$ cat src/rtl/rev_gpio_ext_if.sv
// rev_gpio_ext_if: APB bus bundle between a bus master and the rev_gpio_ext slave.
interface rev_gpio_ext_if #(
    parameter int GPIO_PINS  = 32,
    parameter int PADDR_SIZE = 4
);
    logic                   psel;
    logic                   penable;
    logic                   pwrite;
    logic [PADDR_SIZE-1:0]  paddr;
    logic [GPIO_PINS-1:0]   pwrdata;
    logic [GPIO_PINS/8-1:0] pstrb;
    logic                   pready;
    logic [GPIO_PINS-1:0]   prddata;
    logic                   pslverr;
    modport master (output psel, penable, pwrite, paddr, pwrdata, pstrb, input pready, prddata, pslverr);
    modport slave (input psel, penable, pwrite, paddr, pwrdata, pstrb, output pready, prddata, pslverr);
endinterface

$ cat src/rtl/rev_gpio_ext.sv
// rev_gpio_ext: APB GPIO with atomic SET/CLR/TGL, level/edge triggers and pslverr.
// The per-pin debounce filter is built only when REV_GPIO_DEBOUNCE_EN is defined.
module rev_gpio_ext #(
    parameter int          GPIO_PINS       = 32,
    parameter int          PADDR_SIZE      = 4,
    parameter int          SYNC_STAGES     = 2,
    parameter int          DB_CNT_W        = 4,
    parameter logic [15:0] DB_PRESCALE_RST = 16'd99
) (
    input  logic                 pclk,
    input  logic                 prst,
    rev_gpio_ext_if.slave        apb,
    input  logic [GPIO_PINS-1:0] gpio_i,
    output logic [GPIO_PINS-1:0] gpio_o,
    output logic [GPIO_PINS-1:0] gpio_oe,
    output logic                 irq_o
);
    localparam int A_MODE = 0, A_DIR = 1, A_OUT = 2, A_IN = 3, A_TYPE = 4, A_LVL0 = 5, A_LVL1 = 6;
    localparam int A_STAT = 7, A_IEN = 8, A_SET = 9, A_CLR = 10, A_TGL = 11, A_DBEN = 12, A_PRE = 13;
    if (GPIO_PINS % 8 != 0 || GPIO_PINS < 8 || GPIO_PINS > 64 || SYNC_STAGES < 2 || DB_CNT_W < 1 ||
        $bits(DB_PRESCALE_RST) != 16) begin : g_bad_cfg
        $error("rev_gpio_ext: unsupported parameter set");
    end
    logic [GPIO_PINS-1:0] mode_q, mode_d, dir_q, dir_d, out_q, out_d, type_q, type_d;
    logic [GPIO_PINS-1:0] lvl0_q, lvl0_d, lvl1_q, lvl1_d, stat_q, stat_d, ien_q, ien_d;
    logic [GPIO_PINS-1:0] in_q, in_d, in_dly_q, gpo_q, gpo_d, gpoe_q, gpoe_d, rd_q, rd_d;
    logic [GPIO_PINS-1:0] wm, wd, sync_out, db_en_rd, db_pre_rd, rise, fall;
    logic [GPIO_PINS-1:0] sync_q [SYNC_STAGES];
    logic                 irq_q, irq_d, err, wr;

    function automatic logic hit(input int a);
        return wr && int'(apb.paddr) == a;
    endfunction

    function automatic logic [GPIO_PINS-1:0] upd(input logic [GPIO_PINS-1:0] q, input int a);
        return hit(a) ? q & ~wm | wd : q;
    endfunction

    assign err      = apb.psel && apb.penable && (int'(apb.paddr) > A_PRE || apb.pwrite && int'(apb.paddr) == A_IN);
    assign wr       = apb.psel && apb.penable && apb.pwrite && !err;
    assign sync_out = sync_q[SYNC_STAGES-1];
    assign apb.pready  = 1'b1;
    assign apb.pslverr = err;
    assign apb.prddata = rd_q;
    assign gpio_o  = gpo_q;
    assign gpio_oe = gpoe_q;
    assign irq_o   = irq_q;

    always_comb begin
        wm = '0;
        for (int b = 0; b < GPIO_PINS / 8; b++) wm[8*b +: 8] = {8{apb.pstrb[b]}};
        wd = apb.pwrdata & wm;
    end

    always_comb begin
        mode_d = upd(mode_q, A_MODE);
        dir_d  = upd(dir_q, A_DIR);
        type_d = upd(type_q, A_TYPE);
        lvl0_d = upd(lvl0_q, A_LVL0);
        lvl1_d = upd(lvl1_q, A_LVL1);
        ien_d  = upd(ien_q, A_IEN);
        out_d  = hit(A_OUT) ? out_q & ~wm | wd :
                 hit(A_SET) ? out_q | wd :
                 hit(A_CLR) ? out_q & ~wd :
                 hit(A_TGL) ? out_q ^ wd : out_q;
        rise   = in_q & ~in_dly_q;
        fall   = ~in_q & in_dly_q;
        // Clear first, then OR in the trigger so a coincident set survives the W1C.
        stat_d = stat_q & ~(hit(A_STAT) ? wd : '0) |
                 type_q & (lvl0_q & fall | lvl1_q & rise) |
                 ~type_q & (lvl0_q & ~in_q | lvl1_q & in_q);
        gpo_d  = ~mode_q & out_q;
        gpoe_d = dir_q & ~(mode_q & out_q);
        irq_d  = |(stat_q & ien_q);
        case (int'(apb.paddr))
            A_MODE:  rd_d = mode_q;
            A_DIR:   rd_d = dir_q;
            A_OUT:   rd_d = out_q;
            A_IN:    rd_d = in_q;
            A_TYPE:  rd_d = type_q;
            A_LVL0:  rd_d = lvl0_q;
            A_LVL1:  rd_d = lvl1_q;
            A_STAT:  rd_d = stat_q;
            A_IEN:   rd_d = ien_q;
            A_DBEN:  rd_d = db_en_rd;
            A_PRE:   rd_d = db_pre_rd;
            default: rd_d = '0;
        endcase
    end

    always_ff @(posedge pclk) begin
        if (prst) begin
            mode_q   <= '0;
            dir_q    <= '0;
            out_q    <= '0;
            type_q   <= '0;
            lvl0_q   <= '0;
            lvl1_q   <= '0;
            stat_q   <= '0;
            ien_q    <= '0;
            in_q     <= '0;
            in_dly_q <= '0;
            gpo_q    <= '0;
            gpoe_q   <= '0;
            rd_q     <= '0;
            irq_q    <= 1'b0;
            for (int i = 0; i < SYNC_STAGES; i++) sync_q[i] <= '0;
        end else begin
            mode_q   <= mode_d;
            dir_q    <= dir_d;
            out_q    <= out_d;
            type_q   <= type_d;
            lvl0_q   <= lvl0_d;
            lvl1_q   <= lvl1_d;
            stat_q   <= stat_d;
            ien_q    <= ien_d;
            in_q     <= in_d;
            in_dly_q <= in_q;
            gpo_q    <= gpo_d;
            gpoe_q   <= gpoe_d;
            rd_q     <= rd_d;
            irq_q    <= irq_d;
            sync_q[0] <= gpio_i;
            for (int i = 1; i < SYNC_STAGES; i++) sync_q[i] <= sync_q[i-1];
        end
    end

`ifdef REV_GPIO_DEBOUNCE_EN
    localparam logic [DB_CNT_W-1:0] DB_LAST = DB_CNT_W'((1 << DB_CNT_W) - 2);
    logic [GPIO_PINS-1:0] dben_q, dben_d;
    logic [15:0]          pre_q, pre_d, pcnt_q, pcnt_d;
    logic [DB_CNT_W-1:0]  dbc_q [GPIO_PINS];
    logic [DB_CNT_W-1:0]  dbc_d [GPIO_PINS];
    logic                 tick;

    always_comb begin
        dben_d = upd(dben_q, A_DBEN);
        pre_d  = hit(A_PRE) ? pre_q & ~16'(wm) | 16'(wd) : pre_q;
        tick   = pcnt_q == pre_q;
        pcnt_d = hit(A_PRE) || tick ? 16'd0 : pcnt_q + 16'd1;
        in_d   = sync_out;
        // The flip happens on the tick that would take the counter to its all-ones value.
        for (int n = 0; n < GPIO_PINS; n++) begin
            dbc_d[n] = '0;
            if (dben_q[n]) begin
                in_d[n]  = in_q[n] ^ (tick && sync_out[n] != in_q[n] && dbc_q[n] == DB_LAST);
                dbc_d[n] = !tick ? dbc_q[n] :
                           (sync_out[n] == in_q[n] || dbc_q[n] == DB_LAST) ? '0 : dbc_q[n] + 1'b1;
            end
        end
        db_en_rd  = dben_q;
        db_pre_rd = GPIO_PINS'(pre_q);
    end

    always_ff @(posedge pclk) begin
        if (prst) begin
            dben_q <= '0;
            pre_q  <= DB_PRESCALE_RST;
            pcnt_q <= '0;
            for (int n = 0; n < GPIO_PINS; n++) dbc_q[n] <= '0;
        end else begin
            dben_q <= dben_d;
            pre_q  <= pre_d;
            pcnt_q <= pcnt_d;
            for (int n = 0; n < GPIO_PINS; n++) dbc_q[n] <= dbc_d[n];
        end
    end
`else
    always_comb begin
        in_d      = sync_out;
        db_en_rd  = '0;
        db_pre_rd = '0;
    end
`endif
endmodule

$ cat src/flat_wrapper.sv
// flat-port wrapper written by rule: the top's interface ports become plain ports
module rev_gpio_ext_flat 
#(
    parameter int          GPIO_PINS       = 32,
    parameter int          PADDR_SIZE      = 4,
    parameter int          SYNC_STAGES     = 2,
    parameter int          DB_CNT_W        = 4,
    parameter logic [15:0] DB_PRESCALE_RST = 16'd99
)
  (pclk, prst, gpio_i, gpio_o, gpio_oe, irq_o, apb_psel, apb_penable, apb_pwrite, apb_paddr, apb_pwrdata, apb_pstrb, apb_pready, apb_prddata, apb_pslverr);
  rev_gpio_ext_if #(.GPIO_PINS(GPIO_PINS), .PADDR_SIZE(PADDR_SIZE)) apb_i ();
  input  logic pclk;
  input  logic prst;
  input  logic [GPIO_PINS-1:0] gpio_i;
  output logic [GPIO_PINS-1:0] gpio_o;
  output logic [GPIO_PINS-1:0] gpio_oe;
  output logic irq_o;
  input wire logic [$bits(apb_i.psel)-1:0] apb_psel;
  input wire logic [$bits(apb_i.penable)-1:0] apb_penable;
  input wire logic [$bits(apb_i.pwrite)-1:0] apb_pwrite;
  input wire logic [$bits(apb_i.paddr)-1:0] apb_paddr;
  input wire logic [$bits(apb_i.pwrdata)-1:0] apb_pwrdata;
  input wire logic [$bits(apb_i.pstrb)-1:0] apb_pstrb;
  output wire logic [$bits(apb_i.pready)-1:0] apb_pready;
  output wire logic [$bits(apb_i.prddata)-1:0] apb_prddata;
  output wire logic [$bits(apb_i.pslverr)-1:0] apb_pslverr;
  assign apb_i.psel = apb_psel;
  assign apb_i.penable = apb_penable;
  assign apb_i.pwrite = apb_pwrite;
  assign apb_i.paddr = apb_paddr;
  assign apb_i.pwrdata = apb_pwrdata;
  assign apb_i.pstrb = apb_pstrb;
  assign apb_pready = apb_i.pready;
  assign apb_prddata = apb_i.prddata;
  assign apb_pslverr = apb_i.pslverr;
  rev_gpio_ext #(.GPIO_PINS(GPIO_PINS), .PADDR_SIZE(PADDR_SIZE), .SYNC_STAGES(SYNC_STAGES), .DB_CNT_W(DB_CNT_W), .DB_PRESCALE_RST(DB_PRESCALE_RST)) u_core (.pclk(pclk), .prst(prst), .apb(apb_i), .gpio_i(gpio_i), .gpio_o(gpio_o), .gpio_oe(gpio_oe), .irq_o(irq_o));
endmodule
$ cat config.mk
export PLATFORM = sky130hd
export DESIGN_NAME = rev_gpio_ext_flat
export DESIGN_NICKNAME = d
export VERILOG_FILES = /design/src/rtl/rev_gpio_ext_if.sv /design/src/rtl/rev_gpio_ext.sv /design/src/flat_wrapper.sv
export SDC_FILE = /design/constraint.sdc
export NUM_CORES = 1
export LEC_CHECK = 0
export ABC_AREA = 1
export ABC_CLOCK_PERIOD_IN_PS = 3700
export BUFFER_PORTS_ARGS = -buffer_cell sky130_fd_sc_hd__buf_2
export CORE_ASPECT_RATIO = 0.5
export CORE_UTILIZATION = 40
export CTS_CLUSTER_DIAMETER = 50
export DETAILED_ROUTE_END_ITERATION = 7
export GPL_ROUTABILITY_DRIVEN = 0
export PLACE_DENSITY = 0.61
export SLEW_MARGIN = 15
export SYNTH_ARGS = -nofsm -noshare
export SYNTH_HDL_FRONTEND = slang
export SYNTH_SLANG_ARGS = --single-unit
$ cat constraint.sdc
create_clock -name pclk -period 3.7 [get_ports pclk]
set_input_delay 0.74 -clock pclk [delete_from_list [all_inputs] [get_ports pclk]]
set_output_delay 0.74 -clock pclk [all_outputs]
set_load 0.005 [all_outputs]
==> results of run 1 <==
[per-stage QoR]
step                hold WS, ns  power [mW]  utilization  setup slack, ns  cells
floorplan                 0.388        5.70            -             1.51   2595
global placement          0.388        5.91        0.436            0.950   3331
detailed placement        0.393        5.92        0.436            0.910   3331
CTS                       0.355        10.7        0.467             1.07   3412
global route              0.366        11.0        0.467            0.977   3413
finish                    0.370        10.7        0.467             1.06   3413
[kinds of logic (layout without fill, tap and decap cells)]
group,Yosys count,in the layout,share of synthesized area
other cells,1,2,0.000191
buf+inv,549,717,0.107
simple gates,703,703,0.146
fa+ha+maj,64,64,0.0407
flops,481,481,0.489
compound gates,797,797,0.217
[per-layer routing]
layer / wire, um / part of all wire / up-vias / track usage
met1: 27600 / 0.45 / 8267 / 0.343
met4: 1430 / 0.023 / 0 / 0.0676
met5: 0 / 0 / - / 0
met2: 27200 / 0.44 / 765 / 0.375
met3: 5400 / 0.088 / 102 / 0.0393
li1: - / - / 8705 / -
[power by group through the flow]
| stage | Combinational (mW) | Sequential [mW] | Clock (mW) |
|---|---|---|---|
| after floorplan | 0.309 | 5.39 | 0 |
| after global placement | 0.511 | 5.40 | 0 |
| after detailed placement | 0.519 | 5.40 | 0 |
| after CTS | 0.522 | 5.28 | 4.92 |
| after global routing | 0.588 | 5.29 | 5.14 |
| final | 0.528 | 5.28 | 4.84 |
[worst max-delay path by stage]
stage               slack [ns]  cells past startpoint                           endpoint    startpoint
CTS                       1.07                      9                        apb_pslverr  apb_paddr[1]
global route              0.98                      9                        apb_pslverr  apb_paddr[1]
detailed placement        0.91                      8                          flip-flop      apb_psel
global placement          0.95                     10  u_core.apb.prddata[25]$_SDFF_PP0_  apb_paddr[1]
finish                    1.06                      9                        apb_pslverr  apb_paddr[1]
floorplan                 1.51                      7                        apb_pslverr  apb_paddr[0]
[layout by cell type, fill, tap and decap left out, types with 2 or more instances in the layout]
cell / count
buf_4: 34
o211ai_1: 5
nand2_1: 298
o221ai_1: 14
inv_2: 12
dfxtp_1: 481
a21oi_1: 334
ha_1: 64
clkbuf_16: 45
clkinv_1: 2
nor3_1: 56
inv_1: 411
clkinv_2: 8
o21ai_2: 2
buf_12: 2
clkinvlp_4: 2
o22ai_1: 96
nor2_1: 282
nor2_4: 7
inv_6: 3
nor2_2: 10
clkbuf_8: 14
o21ai_1: 27
a211oi_1: 12
a221oi_1: 11
buf_2: 173
nand3_1: 39
nand4_1: 4
bufinv_16: 4
nand3_2: 2
nand2_2: 2
a31oi_1: 5
o21ai_0: 290
clkbuf_1: 5
[worst register-to-register path, cell delays in order (launching register included)]
cell and delay [ns]:
dfxtp_1 0.30, inv_1 0.09, o21ai_0 0.10, a221oi_1 0.29, nand2_1 0.14, nor2_1 0.31, a21oi_1 0.15
[final cells by class]
class	count	area [um^2]
fillers	4852	25900
flip-flops and latches	481	9630
multi-input cells	1565	7950
inverters	426	1600
clock buffers	63	1320
repair buffers	210	1170
well taps	649	812
clock inverters	18	210
diodes	1	2.50
==> impl.org, run 1 <==
** Outcome
- The flow ran to the end, but the final reports show violations.
- The final reports fail on DRC.

** Route
- The routed layout has 17839 vias.
- For this run, design rule violations remaining after detail routing come to 2.
- Drt total wl :: 61700 um
- In the routed layout, each cell is associated on average with a via count of 5.23.
- Violation count after the first detailed-routing iteration :: 1871
- Total iterations of the first detailed-routing run :: 8
- Routed wirelength normalized by instance count :: 18.1 um
- In this run the remaining antenna-violating nets after routing total 0.

** Timing
- On the final layout, the worst clock skew is 0.0177 ns.
- Achievable frequency :: 379 MHz
- The final-report max-slew violation count was 0.
- Setup violations remaining at the end of the flow were counted as 0.
- Max-slew headroom at the worst pin :: 0.450
- Share of the clock period used by the worst path after layout :: 0.712
- Shortest period the worst path allows :: 2.64 ns
- Final hold violation count :: 0
- Setup repair after global routing left no endpoint under its margin.
- Actual slew at the worst max-slew pin :: 0.824 ns
- Setup total negative slack on the finished layout was measured at 0 ns.

** Setup path
- Data on the critical path arrives at its endpoint at 1.90 ns.
- Number of cells traversed by the worst register-to-register path :: 6
- CP Buf/Inv Count :: 5
- Most numerous cell on the critical path :: nand2_1
- Flop-to-flop setup slack :: 2.18 ns
- Reg2Reg Capture Point :: u_core.irq_o$_SDFF_PP0_
- Critical path data required time :: 2.96 ns
- In this design, the stage delay of the slowest critical-path cell is 0.32 ns.
- CP top delay family :: buffers and inverters
- Traced cell by cell, the critical path runs through buf_2 > nand2_1 > inv_1 > nand2_2 > buf_4 > inv_1 > nand2_1 > nand2_1 > buf_2.
- The worst setup path is captured at an output port.
- Crit-path max FO :: 18
- The worst setup path is launched from a primary input.
- Setup CP Type :: primary input to output port
- Worst path slowest cell :: buf_4

** Synthesis
- For this run, asynchronously set or reset flops after synthesis account for 0.
- After synthesis the cells add up to 0.0197 mm^2.
- Synthesis produced a netlist with a net count of 2736.
- YS warnings :: 0
- By area the synthesized netlist is led by dfxtp_1 (49%), a21oi_1 (8.5%), inv_1 (7.9%), o21ai_0 (7.4%), nand2_1 (5.7%).
- Counting distinct cell types in the post-synthesis netlist gives 33.
- dfxtp_1 is the most common cell in the netlist.
- Synthesis inferred 481 register bits.
- The share of synthesized area in the top cell type comes to 0.489.
- Sequential-to-total area share from yosys stat :: 0.489
- Each instance of the synthesized netlist takes up on average 7.58 um^2.
- Counting every instance in the synthesized netlist gives 2595.
- In the synthesized netlist the dominant register cell turns out to be dfxtp_1.
- Post-synthesis cell type with the largest combined area :: dfxtp_1
- In this run, synthesis inferred 0 flip-flops with an integrated enable.
- The commonest cells after synthesis are dfxtp_1 (481), inv_1 (412), a21oi_1 (334).

** Placed design
- The wire-length estimate of the detail-placed layout is 40100 um.
- Buffers placed on the I/O ports in this run total 174.
- After detailed placement, the total cell area comes to 0.0212 mm^2.

** Pwr
- Switching Fraction :: 0.232
- Dividing total power by cell area gives a power density of 469 mW/mm^2.
- Internal power summed over all cells :: 8.18 mW
- Combinational share of power :: 0.050
- VDD sags by at most 0.269 mV.
- Leak :: 9.50 nW
- Of the total power, registers draw 0.496.
- Clock power share :: 0.454
- The analysis attributes to net switching a power of 2.47 mW.

** CTS
- The root buffer cell chosen for the clock tree is clkbuf_16.
- Clock-pin slew was measured on the worst setup and hold paths at 0.07 ns.
- Deepest level of the CTS H-tree :: 2
- Gates resized during post-CTS repair numbered 0.
- After clock tree synthesis, the setup repair step added 0 buffers.
- Number of buffers created by CTS :: 44
- The number of hold buffers added after CTS was 0.
- Clock net sink count :: 481
- At the later pin of the worst-skew pair, clock insertion delay measures 0.57 ns.
- TritonCTS clock tree :: done
- No sink is reached through more buffers than the 3 on the longest clock path.

** Layout
- The area growth from synthesis to layout is 15.4%.
- In the final design database the tool counted 2869 nets.
- Design Area, Final :: 0.0227 mm^2
- Of the cells placed in the final design, the portion with a size suffix greater than 1 is 0.117.

** Hold path
- Hold path startpoint :: gpio_i[31]
- The worst hold path was traced through 3 stages.
- Endpoint of the worst hold-timing path :: u_core.sync_q[0][31]$_SDFF_PP0_
- Min-Delay Path Class :: primary input to flip-flop

** Floorplan
- Area enclosed by the die boundary :: 0.0501 mm^2
- The region available for standard cell placement spans 0.0486 mm^2.
- Initial Utilization :: 0.405
- The floorplan step set the die width to 316 um.
- Vertical extent of the die :: 159 um
- Number of placement rows :: 57
- Pin placement for this block handled 176 I/O pins.

** Global route
- In the global route stage, overall resource usage came out at 0.241.
- The first global-routing pass estimated 94400 um of wire.
- Antenna violations before repair :: 2
- Entering global routing, the biggest net connects 133 pins.
- Residual overflow from global routing :: 0
- The via count of the first global-routing pass is 16383.

** Run
- Number of maximum-capacitance violations :: 0
Power figures use the tool's default switching activity.
==> run 2, diff against run 1 <==
Settings changed: ABC_CLOCK_PERIOD_IN_PS 3700 to 2200, PLACE_DENSITY 0.61 to 0.64.
Clock period 3.7 ns to 2.2 ns, I/O delays scaled along.
==> run 2 against run 1 <==
  * The flow now finishes without violations
  * Count of clock-buffer cells in the layout unchanged
  * Sequential power increased by 68%
  * Routed wire length fell by 0.28%
  * Critical path depth stayed put
  * First-iteration DRC count is 7.4% lower
  * Final cell count increased by 1.9%
  * Non-clock buffer count is 62 higher
  * Highest routed layer unchanged
  * Global-route usage about the same
  * Register-to-register slack got worse by 1.6 ns
  * Critical path type unchanged
  * Die area did not move
  * Clock power is 68% higher
  * Largest cell class unchanged
==> impl.org, run 2 (synthesis results as in run 1) <==
** Layout
- Leaving out fill and tap cells, the most frequent cell in the layout is dfxtp_1.
- Commonest cells after routing, fill and taps aside :: dfxtp_1 (481), inv_1 (411), a21oi_1 (334)
- The filler cells instantiated in the layout total 4726.
- The net count of the finished layout is 2932.
- Relative to the synthesized area, the layout overhead comes to 18.4%.
- Layout cell share with drive strength beyond 1 :: 0.137
- Summing all non-filler instances in the final layout gives an area of 0.0233 mm^2.

** Timing
- The worst pin sits at a relative slew slack of 0.610.
- Once routing completed, OpenROAD measured the worst setup slack at 0.285 ns.
- Achievable frequency :: 522 MHz
- Setup repair after global routing left no endpoint under its margin.
- Accumulated negative setup slack :: 0 ns
- Number of pins exceeding their max-slew limit in the final report :: 0
- Final hold violation count :: 0
- Shortest period the worst path allows :: 1.92 ns
- On the final layout, the worst hold slack is 0.0807 ns.
- Setup violations remaining at the end of the flow were counted as 0.
- Between clock sinks in the finished design, the worst skew comes to 0.0214 ns.
- Dividing the final minimum period by the clock period gives 0.871.
- Actual slew at the worst max-slew pin :: 0.586 ns

** CTS
- Number of buffers inserted to repair setup after CTS :: 0
- CTS built an H-tree with a depth of 2.
- Clock tree synthesis selected as its root buffer the cell clkbuf_16.
- The clock net in this run drives a total of 481 sinks.
- Clock latency on the worst-skew pair, taken at its later pin, is 0.57 ns.
- Post-cts resize count :: 0
- TritonCTS clock tree :: done
- Counting the buffers created by CTS gives 45.
- After clock tree synthesis, the flow added hold-fix buffers numbering 0.
- Clock-pin slew was measured on the worst setup and hold paths at 0.06 ns.
- Maximum clock path buffer count :: 3

** Pwr
- The worst-case IR drop observed on VDD is 0.469 mV.
- For this design the static power due to leakage is 9.83 nW.
- Dividing total power by cell area gives a power density of 771 mW/mm^2.
- The completed layout was analyzed and its total power is 18.0 mW.

** Floorplan
- Number of primary I/O pins :: 176
- Vertical extent of the die :: 159 um
- Number of placement rows :: 57
- For this configuration, the core starts out at a cell density of 0.405.
- Core Footprint :: 0.0486 mm^2
- The die covers 0.0501 mm^2.
- Die width :: 316 um

** Route
- Wire segments on met3 add up to 5000 um in the final route.
- Routed signal wires occupy layers up through met4.
- The detailed router put a total of 27400 um of wire on met1.
- In the routed design, unresolved DRC markers number 0.
- After the first detailed-routing iteration, the DRC count stood at 1732.
- Total iterations of the first detailed-routing run :: 6
- Routed wirelength normalized by instance count :: 17.7 um
- In the routed layout, each cell is associated on average with a via count of 5.20.
- Post-DRT Antenna Nets :: 0
- The final layout contains routed wiring with a total length of 61500 um.
- Detailed routing placed a total of 27300 um of wire on met2.
- Routed vias :: 18097

** Placed design
- Number of buffer cells added on primary ports :: 174
- The wire-length estimate of the detail-placed layout is 41700 um.
- At the placement stage, the worst setup path has a slack of -0.0660 ns.
- Post-DP Area :: 0.0217 mm^2

** Global route
- The first global-routing pass estimated 95200 um of wire.
- Summed over all layers, the global routing overflow is 0.
- Tot GR Track Use :: 0.241
- Entering global routing, the biggest net connects 74 pins.
- Antenna violations before repair :: 1
- Vias in the first global route :: 16731

** Setup path
- Max stage delay on crit path :: 0.31 ns
- Counting cells, the worst reg-to-reg path comes to 6.
- Among the stages of the critical path, the cell type that occurs most often is nand2_1.
- Crit-path max FO :: 17
- For the worst setup path, the data required time is 1.76 ns.
- Data arrives at the worst endpoint at 1.48 ns.
- Worst reg2reg path startpoint :: u_core.stat_q[14]$_SDFF_PP0_
- For flop-to-flop paths, the worst setup slack is 0.59 ns.
- The worst setup path is captured at an output port.
- In this run the critical register-to-register path is captured at u_core.irq_o$_SDFF_PP0_.
- The critical path is of the primary input to output port type.
- Cell breakdown of the critical path :: buf_2 > nand2_1 > inv_1 > nand2_2 > buf_4 > inv_1 > nand2_1 > nand2_1 > buf_2
- The slowest stage of the critical path belongs to the cell buf_4.
- Startpoint type of the worst setup path :: primary input

** Hold path
- Count of cells along the worst hold path :: 3
- Hold path startpoint :: gpio_i[5]
- For hold timing, the worst endpoint is u_core.sync_q[0][5]$_SDFF_PP0_.
- Min-Delay Path Class :: primary input to flip-flop

** Run
- The tool flagged a number of max-cap violations equal to 0.

** Outcome
- Run status :: finished clean
[run 2: cell count changes in the layout (fill, tap and decap cells not counted), sizes merged]
cell,delta
buf,+62
clkinvlp,+2
bufinv,-1
clkinv,+1
[run 2: stage by stage]
stage,utilization,instances
3_3_place_gp,0.448,3393
2_1_floorplan,-,2595
6_report,0.480,3477
5_1_grt,0.480,3476
3_5_place_dp,0.448,3393
4_1_cts,0.480,3476
[run 2: layout make-up]
cell class	count	area (um^2)	share of cell area
Sequential cell	481	9630	0.413
Multi-Input combinational cell	1565	7950	0.341
Timing Repair Buffer	272	1750	0.0752
Inverter	426	1600	0.0687
Clock buffer	63	1340	0.0574
Tap cell	649	812	0.0349
Clock inverter	20	214	0.00918
Antenna cell	1	2.50	0.000107
[run 2: worst max-delay path: cells and delay by family]
family | cells | cell delay, ns
buffers and inverters | 5 | 0.72
AND/OR/NAND/NOR | 4 | 0.30
[run 2: power breakdown]
group | switching [mW] | internal, mW | leakage, nW
logic | 0.646 | 0.287 | 5.18
clock network | 3.51 | 4.64 | 0.756
registers | 0.0546 | 8.83 | 3.89
[run 2: layer usage]
layer  GRT usage  up-vias
met1       0.339     8400
met3      0.0332      110
met5           0        -
met2       0.379      753
met4      0.0764        0
li1            -     8834
[run 2: worst max path at each step]
stage	start	to	slack [ns]	cells past startpoint
6_report	apb_paddr[1]	apb_pslverr	0.28	9
5_1_grt	apb_paddr[1]	apb_pslverr	0.18	9
4_1_cts	apb_paddr[1]	apb_pslverr	0.27	9
3_5_place_dp	apb_psel	flip-flop	-0.07	9
3_3_place_gp	apb_psel	flip-flop	-0.02	9
2_1_floorplan	apb_pstrb[3]	flip-flop	0.34	10
